## src/rtl/ts_stream_failover_ctrl.sv

```systemverilog
// Packet-aligned 4-stream MPEG2-TS sync tracker and failover selector.
// Optional TS_SWITCH_HOLDOFF_EN enforces a minimum dwell after each switch.
module ts_stream_failover_ctrl #(
  parameter int                    DATA_WIDTH   = 8,
  parameter int                    PKT_LEN      = 188,
  parameter logic [DATA_WIDTH-1:0] SYNC_BYTE    = 8'h47,
  parameter int                    LOCK_CNT     = 3,
  parameter int                    UNLOCK_CNT   = 2,
  parameter int                    HOLDOFF_PKTS = 4
) (
  input  logic                  clk,
  input  logic                  rst,
  input  logic [DATA_WIDTH-1:0] data_s1,
  input  logic [DATA_WIDTH-1:0] data_s2,
  input  logic [DATA_WIDTH-1:0] data_s3,
  input  logic [DATA_WIDTH-1:0] data_s4,
  input  logic [3:0]            valid_in,
  input  logic [1:0]            sel_req,
  input  logic                  auto_en,
  output logic [1:0]            mux_ctrl,
  output logic [3:0]            lock,
  output logic                  no_lock,
  output logic                  switch_pulse,
  output logic [DATA_WIDTH+1:0] data_out_final
);

  localparam int PW = $clog2(PKT_LEN);
  localparam int CW = 4;

  typedef enum logic [1:0] {HUNT, VERIFY, LOCKED} state_t;

  state_t                r_state     [4];
  state_t                w_stateNext [4];
  logic [PW-1:0]         r_pos       [4];
  logic [PW-1:0]         w_posNext   [4];
  logic [PW-1:0]         w_posInc    [4];
  logic [CW-1:0]         r_good      [4];
  logic [CW-1:0]         w_goodNext  [4];
  logic [CW-1:0]         r_miss      [4];
  logic [CW-1:0]         w_missNext  [4];
  logic [DATA_WIDTH-1:0] w_data      [4];
  logic [3:0]            w_isSync;
  logic [3:0]            r_lock;
  logic [1:0]            r_mux;
  logic [1:0]            w_target;
  logic [1:0]            w_sel;
  logic                  w_doSwitch;
  logic                  w_holdOk;
  logic                  r_switchPulse;
  logic [DATA_WIDTH+1:0] r_dout;

  assign w_data[0] = data_s1;
  assign w_data[1] = data_s2;
  assign w_data[2] = data_s3;
  assign w_data[3] = data_s4;

  for (genvar g = 0; g < 4; g++) begin : g_stream
    assign w_isSync[g] = (w_data[g] == SYNC_BYTE);
    assign w_posInc[g] = (r_pos[g] == PW'(PKT_LEN - 1)) ? '0 : r_pos[g] + PW'(1);
  end

  always_ff @(posedge clk or posedge rst) begin
    if (rst) begin
      for (int i = 0; i < 4; i++) begin
        r_state[i] <= HUNT;
        r_pos[i]   <= '0;
        r_good[i]  <= '0;
        r_miss[i]  <= '0;
      end
      r_lock <= '0;
    end else begin
      for (int i = 0; i < 4; i++) begin
        r_state[i] <= w_stateNext[i];
        r_pos[i]   <= w_posNext[i];
        r_good[i]  <= w_goodNext[i];
        r_miss[i]  <= w_missNext[i];
        r_lock[i]  <= (w_stateNext[i] == LOCKED);
      end
    end
  end

  // Only valid bytes move the lock machines; pos==0 marks the expected sync slot.
  always_comb begin
    for (int i = 0; i < 4; i++) begin
      w_stateNext[i] = r_state[i];
      w_posNext[i]   = r_pos[i];
      w_goodNext[i]  = r_good[i];
      w_missNext[i]  = r_miss[i];
      if (valid_in[i]) begin
        unique case (r_state[i])
          HUNT: begin
            if (w_isSync[i]) begin
              w_stateNext[i] = VERIFY;
              w_posNext[i]   = PW'(1);
              w_goodNext[i]  = CW'(1);
            end
          end
          VERIFY: begin
            w_posNext[i] = w_posInc[i];
            if (r_pos[i] == '0) begin
              if (w_isSync[i]) begin
                w_goodNext[i] = r_good[i] + CW'(1);
                if (r_good[i] + CW'(1) == CW'(LOCK_CNT)) begin
                  w_stateNext[i] = LOCKED;
                  w_missNext[i]  = '0;
                end
              end else begin
                w_stateNext[i] = HUNT;
                w_goodNext[i]  = '0;
                w_posNext[i]   = '0;
              end
            end
          end
          LOCKED: begin
            w_posNext[i] = w_posInc[i];
            if (r_pos[i] == '0) begin
              if (w_isSync[i]) begin
                w_missNext[i] = '0;
              end else if (r_miss[i] + CW'(1) == CW'(UNLOCK_CNT)) begin
                w_stateNext[i] = HUNT;
                w_posNext[i]   = '0;
                w_goodNext[i]  = '0;
                w_missNext[i]  = '0;
              end else begin
                w_missNext[i] = r_miss[i] + CW'(1);
              end
            end
          end
          default: w_stateNext[i] = HUNT;
        endcase
      end
    end
  end

  always_comb begin
    w_target = r_mux;
    if (r_lock[sel_req]) begin
      w_target = sel_req;
    end else if (auto_en && (r_lock != 4'b0000)) begin
      if (r_lock[0])      w_target = 2'd0;
      else if (r_lock[1]) w_target = 2'd1;
      else if (r_lock[2]) w_target = 2'd2;
      else                w_target = 2'd3;
    end
  end

`ifdef TS_SWITCH_HOLDOFF_EN
  localparam int HW = $clog2(HOLDOFF_PKTS + 1);
  logic [HW-1:0] r_holdoff;

  // An unlocked active stream must not be pinned by the dwell timer.
  assign w_holdOk = (r_holdoff == '0) || !r_lock[r_mux];

  always_ff @(posedge clk or posedge rst) begin
    if (rst) begin
      r_holdoff <= '0;
    end else if (w_doSwitch) begin
      r_holdoff <= HW'(HOLDOFF_PKTS);
    end else if ((r_holdoff != '0) && valid_in[r_mux] && (r_pos[r_mux] == '0)) begin
      r_holdoff <= r_holdoff - HW'(1);
    end
  end
`else
  logic w_unusedHoldoff;
  assign w_unusedHoldoff = ^HOLDOFF_PKTS;
  assign w_holdOk        = 1'b1;
`endif

  assign w_doSwitch = (w_target != r_mux) && valid_in[w_target] && (r_pos[w_target] == '0)
                    && w_isSync[w_target] && r_lock[w_target] && w_holdOk;
  assign w_sel      = w_doSwitch ? w_target : r_mux;

  always_ff @(posedge clk or posedge rst) begin
    if (rst) begin
      r_mux         <= 2'd0;
      r_switchPulse <= 1'b0;
      r_dout        <= '0;
    end else begin
      r_mux         <= w_sel;
      r_switchPulse <= w_doSwitch;
      r_dout        <= {valid_in[w_sel], valid_in[w_sel] & w_isSync[w_sel],
                        valid_in[w_sel] ? w_data[w_sel] : r_dout[DATA_WIDTH-1:0]};
    end
  end

  assign mux_ctrl       = r_mux;
  assign lock           = r_lock;
  assign no_lock        = (r_lock == 4'b0000);
  assign switch_pulse   = r_switchPulse;
  assign data_out_final = r_dout;

endmodule

```

## config.mk

```make
export PLATFORM = sky130hd
export DESIGN_NAME = ts_stream_failover_ctrl
export DESIGN_NICKNAME = d
export VERILOG_FILES = /design/src/rtl/ts_stream_failover_ctrl.sv
export SDC_FILE = /design/constraint.sdc
export NUM_CORES = 1
export LEC_CHECK = 0
export ABC_AREA = 1
export BUFFER_PORTS_ARGS = -buffer_cell sky130_fd_sc_hd__buf_2
export CORE_AREA = 3 3 106 108
export CTS_CLUSTER_SIZE = 20
export DETAILED_ROUTE_END_ITERATION = 8
export DIE_AREA = 0 0 109 111
export PLACE_DENSITY = 0.8
export SLEW_MARGIN = 20
export SYNTH_ARGS = -nofsm -noshare
export SYNTH_HDL_FRONTEND = slang
export SYNTH_SLANG_ARGS = --single-unit
export TNS_END_PERCENT = 20
```

## constraint.sdc

```tcl
create_clock -name clk -period 2.7 [get_ports clk]
set_clock_uncertainty 0.15 [all_clocks]
set_input_delay 0 -clock clk [delete_from_list [all_inputs] [get_ports clk]]
set_output_delay 0 -clock clk [all_outputs]
set_load 0.01 [all_outputs]
```

**Yosys cells after proc, flatten, opt, wreduce, memory -nomap -nowiden**

Index checks and enable logic that the tools add are counted.

- Register bits after elaboration: 89
- Input port bits: 41
- Logic and storage cells: 282

- $add $sub $neg: 12
- Order comparisons: 5
- Eq/ne operators: 57
- Multiplexer cells: 148
- Bitwise operators: 3
- Reductions and logical operators: 36

Operators with widths:

| kind | number |
|---|---|
| $mux W8 | 32 |
| $mux W4 | 48 |
| $pmux W8 S3 | 4 |
| $mux W2 | 37 |
| $ne A2 B2 Y1 const B | 28 |
| $pmux W4 S3 | 4 |
| $logic_not A8 Y1 | 5 |
| $add A4 B1 Y4 const B | 8 |
| $add A8 B1 Y8 const B | 4 |
| $bmux W8 S2 | 2 |
| $eq A4 B2 Y1 const B | 8 |
| $eq A8 B7 Y1 const B | 4 |
| $eq A8 B8 Y1 const B | 4 |
| $pmux W4 S2 | 4 |
| $reduce_and A7 Y1 | 4 |
| $pmux W2 S3 | 4 |
| $reduce_and A6 Y1 | 4 |
| $eq A2 B2 Y1 const B | 8 |
| $bmux W1 S2 | 6 |
| $reduce_and A3 Y1 | 4 |
| $reduce_bool A3 Y1 | 4 |
| $lt A2 B3 Y1 const B | 3 |
| $eq A2 B1 Y1 const B | 4 |
| $logic_not A2 Y1 | 4 |
| other kinds (9) | 24 |

**Longest topological paths before layout**

- Depth in word-level cells: 18
- Mapped depth: 18

**Worst setup path after synthesis**

No wires, ideal clock.

- Kind: register -> register
- Start point: register r_lock[0] (netlist: lock[0])
- End point: register r_dout[8] (netlist: data_out_final[8])
- Setup time: 0.069 ns
- Data arrival time: 1.899 ns
- Data required time: 2.481 ns
- Path slack: 0.583 ns
- Stages on the path, launching flop included: 16
- Buffers on the path: 0
- Clock period less this slack: 2.117 ns
- Cells stage by stage: dfrtp_1 -> nor2_1 -> nand2_2 -> nand2_2 -> nand2_2 -> nand2_4 -> nand2_8 -> nand2_4 -> nand2_4 -> nand3_4 -> nand2_4 -> o21ai_4 -> nand3_4 -> nand2_8 -> inv_2 -> nor2_2

- Word-level cells in the longest chain between the ends: 16

RTL lines:

| element | line | RTL |
|---|---|---|
| start: declaration | 43 | `logic [3:0] r_lock;` |
| start signal: indexed assignment | 77 | `r_lock[i] <= (w_stateNext[i] == LOCKED);` |
| $reduce_bool A4 Y1 | 139 | `end else if (auto_en && (r_lock != 4'b0000)) begin` |
| $logic_and A1 B1 Y1 | 139 |  |
| $mux W2 | 139 |  |
| $mux W2 | 137 | `if (r_lock[sel_req]) begin` |
| $not A2 Y3 (not written as such) | 169 | `assign w_doSwitch = (w_target != r_mux) && valid_in[w_target] && (r_pos[w_target] == '0)` |
| $bmux W8 S2 | 169 |  |
| $mux W8 (not written as such) (2 in a row) | 169 |  |
| $logic_not A8 Y1 | 169 |  |
| $logic_and A1 B1 Y1 | 169 |  |
| $logic_and A1 B1 Y1 | 170 | `&& w_isSync[w_target] && r_lock[w_target] && w_holdOk;` |
| $logic_and A1 B1 Y1 (*) | 170 |  |
| via w_doSwitch | 47 | `logic w_doSwitch;` |
| $mux W2 (*) | 171 | `assign w_sel = w_doSwitch ? w_target : r_mux;` |
| $bmux W1 S2 | 181 | `r_dout <= {valid_in[w_sel], valid_in[w_sel] & w_isSync[w_sel],` |
| $mux W1 (not written as such) | 181 |  |
| $and A1 B1 Y1 (*) | 181 |  |
| end signal: assignment | 181 |  |
| end: declaration | 50 | `logic [DATA_WIDTH+1:0] r_dout;` |

The timed path passes the listed nets; every way through them passes the cells marked *. The select of a mux whose other input is x is not followed.
A chain may end at the register's enable or synchronous reset.

**Final worst setup path**

- Start point: register r_lock[2] (netlist: lock[2])
- End point: register r_dout[0] (netlist: data_out_final[0])

- Word-level cells in the longest chain between the ends: 18

RTL lines:

| element | line | RTL |
|---|---|---|
| $mux W1 | 142 | `else if (r_lock[2]) w_target = 2'd2;` |
| $mux W2 | 141 | `else if (r_lock[1]) w_target = 2'd1;` |
| $mux W2 | 140 | `if (r_lock[0]) w_target = 2'd0;` |
| $mux W2 | 139 |  |
| $mux W2 | 137 |  |
| $not A2 Y3 (not written as such) | 169 |  |
| $bmux W8 S2 | 169 |  |
| $mux W8 (not written as such) (2 in a row) | 169 |  |
| $logic_not A8 Y1 | 169 |  |
| $logic_and A1 B1 Y1 | 169 |  |
| $logic_and A1 B1 Y1 (2 in a row) | 170 |  |
| $mux W2 (*) | 171 |  |
| $not A2 Y3 (not written as such) | 182 | `valid_in[w_sel] ? w_data[w_sel] : r_dout[DATA_WIDTH-1:0]};` |
| $bmux W8 S2 | 182 |  |
| $mux W8 (not written as such) (2 in a row) | 182 |  |

Mark *: on every way between the ends. The rest lies on a longest branch, timed or not. The select of a mux whose other input is x is not followed.

==> reports/qor.csv <==
stage;metric;value;unit
run_status;status;complete, no violations;
sta;crit share post-route;90.6;%
synthesis;synthesis-stage register bit count;89;
die;core box area;10300;sq um
critical_path;crit start category;register;
sta;crit path time final;2450;ps
sta;final setup violation count;0;
pwr;Comb pwr share;46.8;%
clock_tree;CTS Buf Count;9;
clock_tree;H-tree depth;3;
die;die area;12100;sq um
clock_tree;Setup Buffers After CTS;0;
place;I/O Buffers;58;
synthesis;Yosys top cell area share;35.9;%
pwr;P per Cell Area;734;nW/um^2
die;Initial Util;60.2;%
synthesis;Yosys cell types;41;
pwr;Tot Pwr;5.34;mW
pwr;Int Power;2.96;mW
synthesis;syn nets;892;
route;final wirelength;15300;microns
grt;vias in the first global route;5902;
grt;grt total ovfl;0;
synthesis;synth warn;0;
synthesis;Async S/R FF share, synth;100;%
pwr;Max IR drop VDD;0.361;mV
route;TritonRoute pass-1 iters;6;
route;DR iter-0 viols;459;
route;post-route ant nets;0;
synthesis;most numerous cell in the Yosys netlist;nand2_1;
pwr;Pleak;3.64;nW
clock_tree;CTS root buffer;clkbuf_8;
route;drt via density;5.57;
pwr;clock share of power;17.3;%
sta;RSZ-0062 raised after global routing;false;
pwr;sw frac;44.6;%
critical_path;CP max FO;18;
grt;largest net degree at the start of global routing;51;
synthesis;sequential fraction of the synthesis area;35.9;%
grt;GRT Overall Usage;26.6;%
critical_path;Cell Chain, Critical Path;nor2_1 > nand2_2 > nand2_2 > nand2_1 > nand2_1 > nand2_4 > nand2_4 > inv_2 > nand3_2 > nand2_2 > nand2_4 > nand2_4 > nand2_1 > nand3_4 > nand2_8 > nand2_2 > nand2_1;
min_path;Hold Crit Class;in2reg;
critical_path;CP max stage cell;dfrtp_1;
sta;final slew viol count;0;
sta;Slew headroom;41.0;%
critical_path;Crit. End Element;register;
pwr;Net Sw Power;2.38;mW
synthesis;post-synthesis instance total;811;
synthesis;Post-synth EDFFs;0;
die;Die H;111;microns
route;Residual DRC;0;
critical_path;critical path class;reg2reg;
place;global placement routability congestion;0.952;
layout;layout cell share with drive strength beyond 1;14.8;%
layout;nets@finish;1000;
sta;final hold violations;0;
sta;fmax;0.409;GHz
synthesis;commonest cells in the netlist;nand2_1, inv_1, nand3_1;
clock_tree;clk slew on worst S/H paths;90;ps
clock_tree;CTS tree;built;
critical_path;Worst EP required;2870;ps
critical_path;Worst EP arrival;2620;ps
sta;setup TNS;0;ps
layout;n_diodes;0;
synthesis;post-synth top area cell;dfrtp_1;
clock_tree;CTS Sinks;89;
die;I/O pin count;59;
synthesis;Main synth FF type;dfrtp_1;
grt;initial antenna violation count;0;
clock_tree;Clock Path Buffers;2;
die;Die W;109;microns
synthesis;syn avg cell area;7.66;sq um
place;dpl hpwl;11200;microns
synthesis;Area contributors post-synth;dfrtp_1, nand3_1, nand2_1;
synthesis;Syn Std Cell Area;6210;sq um
layout;Area growth syn-to-layout;17.2;%
pwr;Seq pwr share;35.9;%
sta;Slew @ Worst Pin;885;ps
die;Rows;37;
route;drt wl/cell;14.5;microns
route;vias;5903;
job;Max-Cap Viols;0;
clock_tree;Clk Latency, worst-skew pair;370;ps
grt;first-pass GRT wire length;26100;microns
critical_path;Worst path max stage delay;470;ps
power groups by stage:
stage / Sequential (mW) / Clock (mW) / Combinational, mW
after floorplan: 1.91 / 0 / 1.82
after global placement: 1.92 / 0 / 2.34
after detailed placement: 1.93 / 0 / 2.42
after CTS: 1.91 / 0.947 / 2.46
after global routing: 1.96 / 0.993 / 2.82
final: 1.92 / 0.924 / 2.50
kinds of logic (layout without fill, tap and decap cells):
group | count (synthesis) | in the layout | synth area share, %
AOI/OAI and AO/OA | 102 | 102 | 9.69
xor gates and xnor gates | 30 | 30 | 4.23
adders and majority gates | 40 | 40 | 8.06
buffers and inverters | 141 | 254 | 8.72
DFF | 89 | 89 | 35.9
muxes | 1 | 1 | 0.161
and+or+nand+nor | 408 | 408 | 33.3
final cells by class:
| type | instances | area (sq um) |
|---|---|---|
| timing repair buffer | 101 | 716 |
| sequential | 89 | 2230 |
| multi-input combinational | 581 | 3450 |
| fill | 813 | 3040 |
| tap | 136 | 170 |
| inverter | 137 | 520 |
| clock inverter | 7 | 71.3 |
| clock buffer | 9 | 124 |
routing by layer:
| metal | vias up | track usage, % | share of wire, % |
|---|---|---|---|
| li1 | 2874 | - | - |
| met1 | 2769 | 31.5 | 41 |
| met2 | 190 | 44.8 | 50 |
| met3 | 70 | 4.02 | 4.4 |
| met4 | 0 | 15.6 | 4.9 |
| met5 | - | 0 | 0 |
through the flow:
step	hold slack (ps)	cell area [sq um]	setup WS, ps	util (%)	cells
2_1_floorplan	-24.8	6210	243	-	811
3_3_place_gp	41.5	6710	281	65.0	1008
3_5_place_dp	56.9	6710	178	65.0	1008
4_1_cts	1.82	7270	173	70.4	1060
5_1_grt	45.0	7280	45.8	70.5	1060
6_report	30.4	7280	254	70.5	1060
layout by cell type, fill, tap and decap left out, drive strengths merged, types with 12 or more instances in the layout:
master and count:
ha 40, nand3 119, buf 65, dfrtp 89
nand4 17, dlygate4sd3 36, nor3 14, nor2 72
o21ai 55, inv 135, xor2 23, nand2 169
o22ai 12
timing repair:
action,in CTS,in global routing
hold endpoints to repair,84,0
resized for setup,0,2
hold buffers,36,0
endpoints found under the setup margin,0,9
flip-flops by register name, summed over array words and instances (netlist names):
register / flops
r_state: 8
r_pos: 32
r_miss: 16
data_out_final: 10
mux_ctrl: 2
lock: 4
switch_pulse: 1
r_good: 16
worst paths after layout:
path / from / end / slack, ps / depth (start not counted)
min in group asynchronous: rst / r_pos[22] / 170 / 3
min: sel_req[0] / switch_pulse / 30 / 5
max: lock[2] / data_out_final[0] / 250 / 17
max in group asynchronous: rst / r_state[6] / 1540 / 4
min reg2reg: r_good[3] / r_good[3] / 370 / 2
max reg2reg: lock[2] / data_out_final[0] / 250 / 17
critical path, delay by kind of cell, from the launching register on:
family        cells  cell delay (ps)
buf+inv           1               50
flops             1              470
simple gates     16             1720
(Power assumes the default switching activity.)
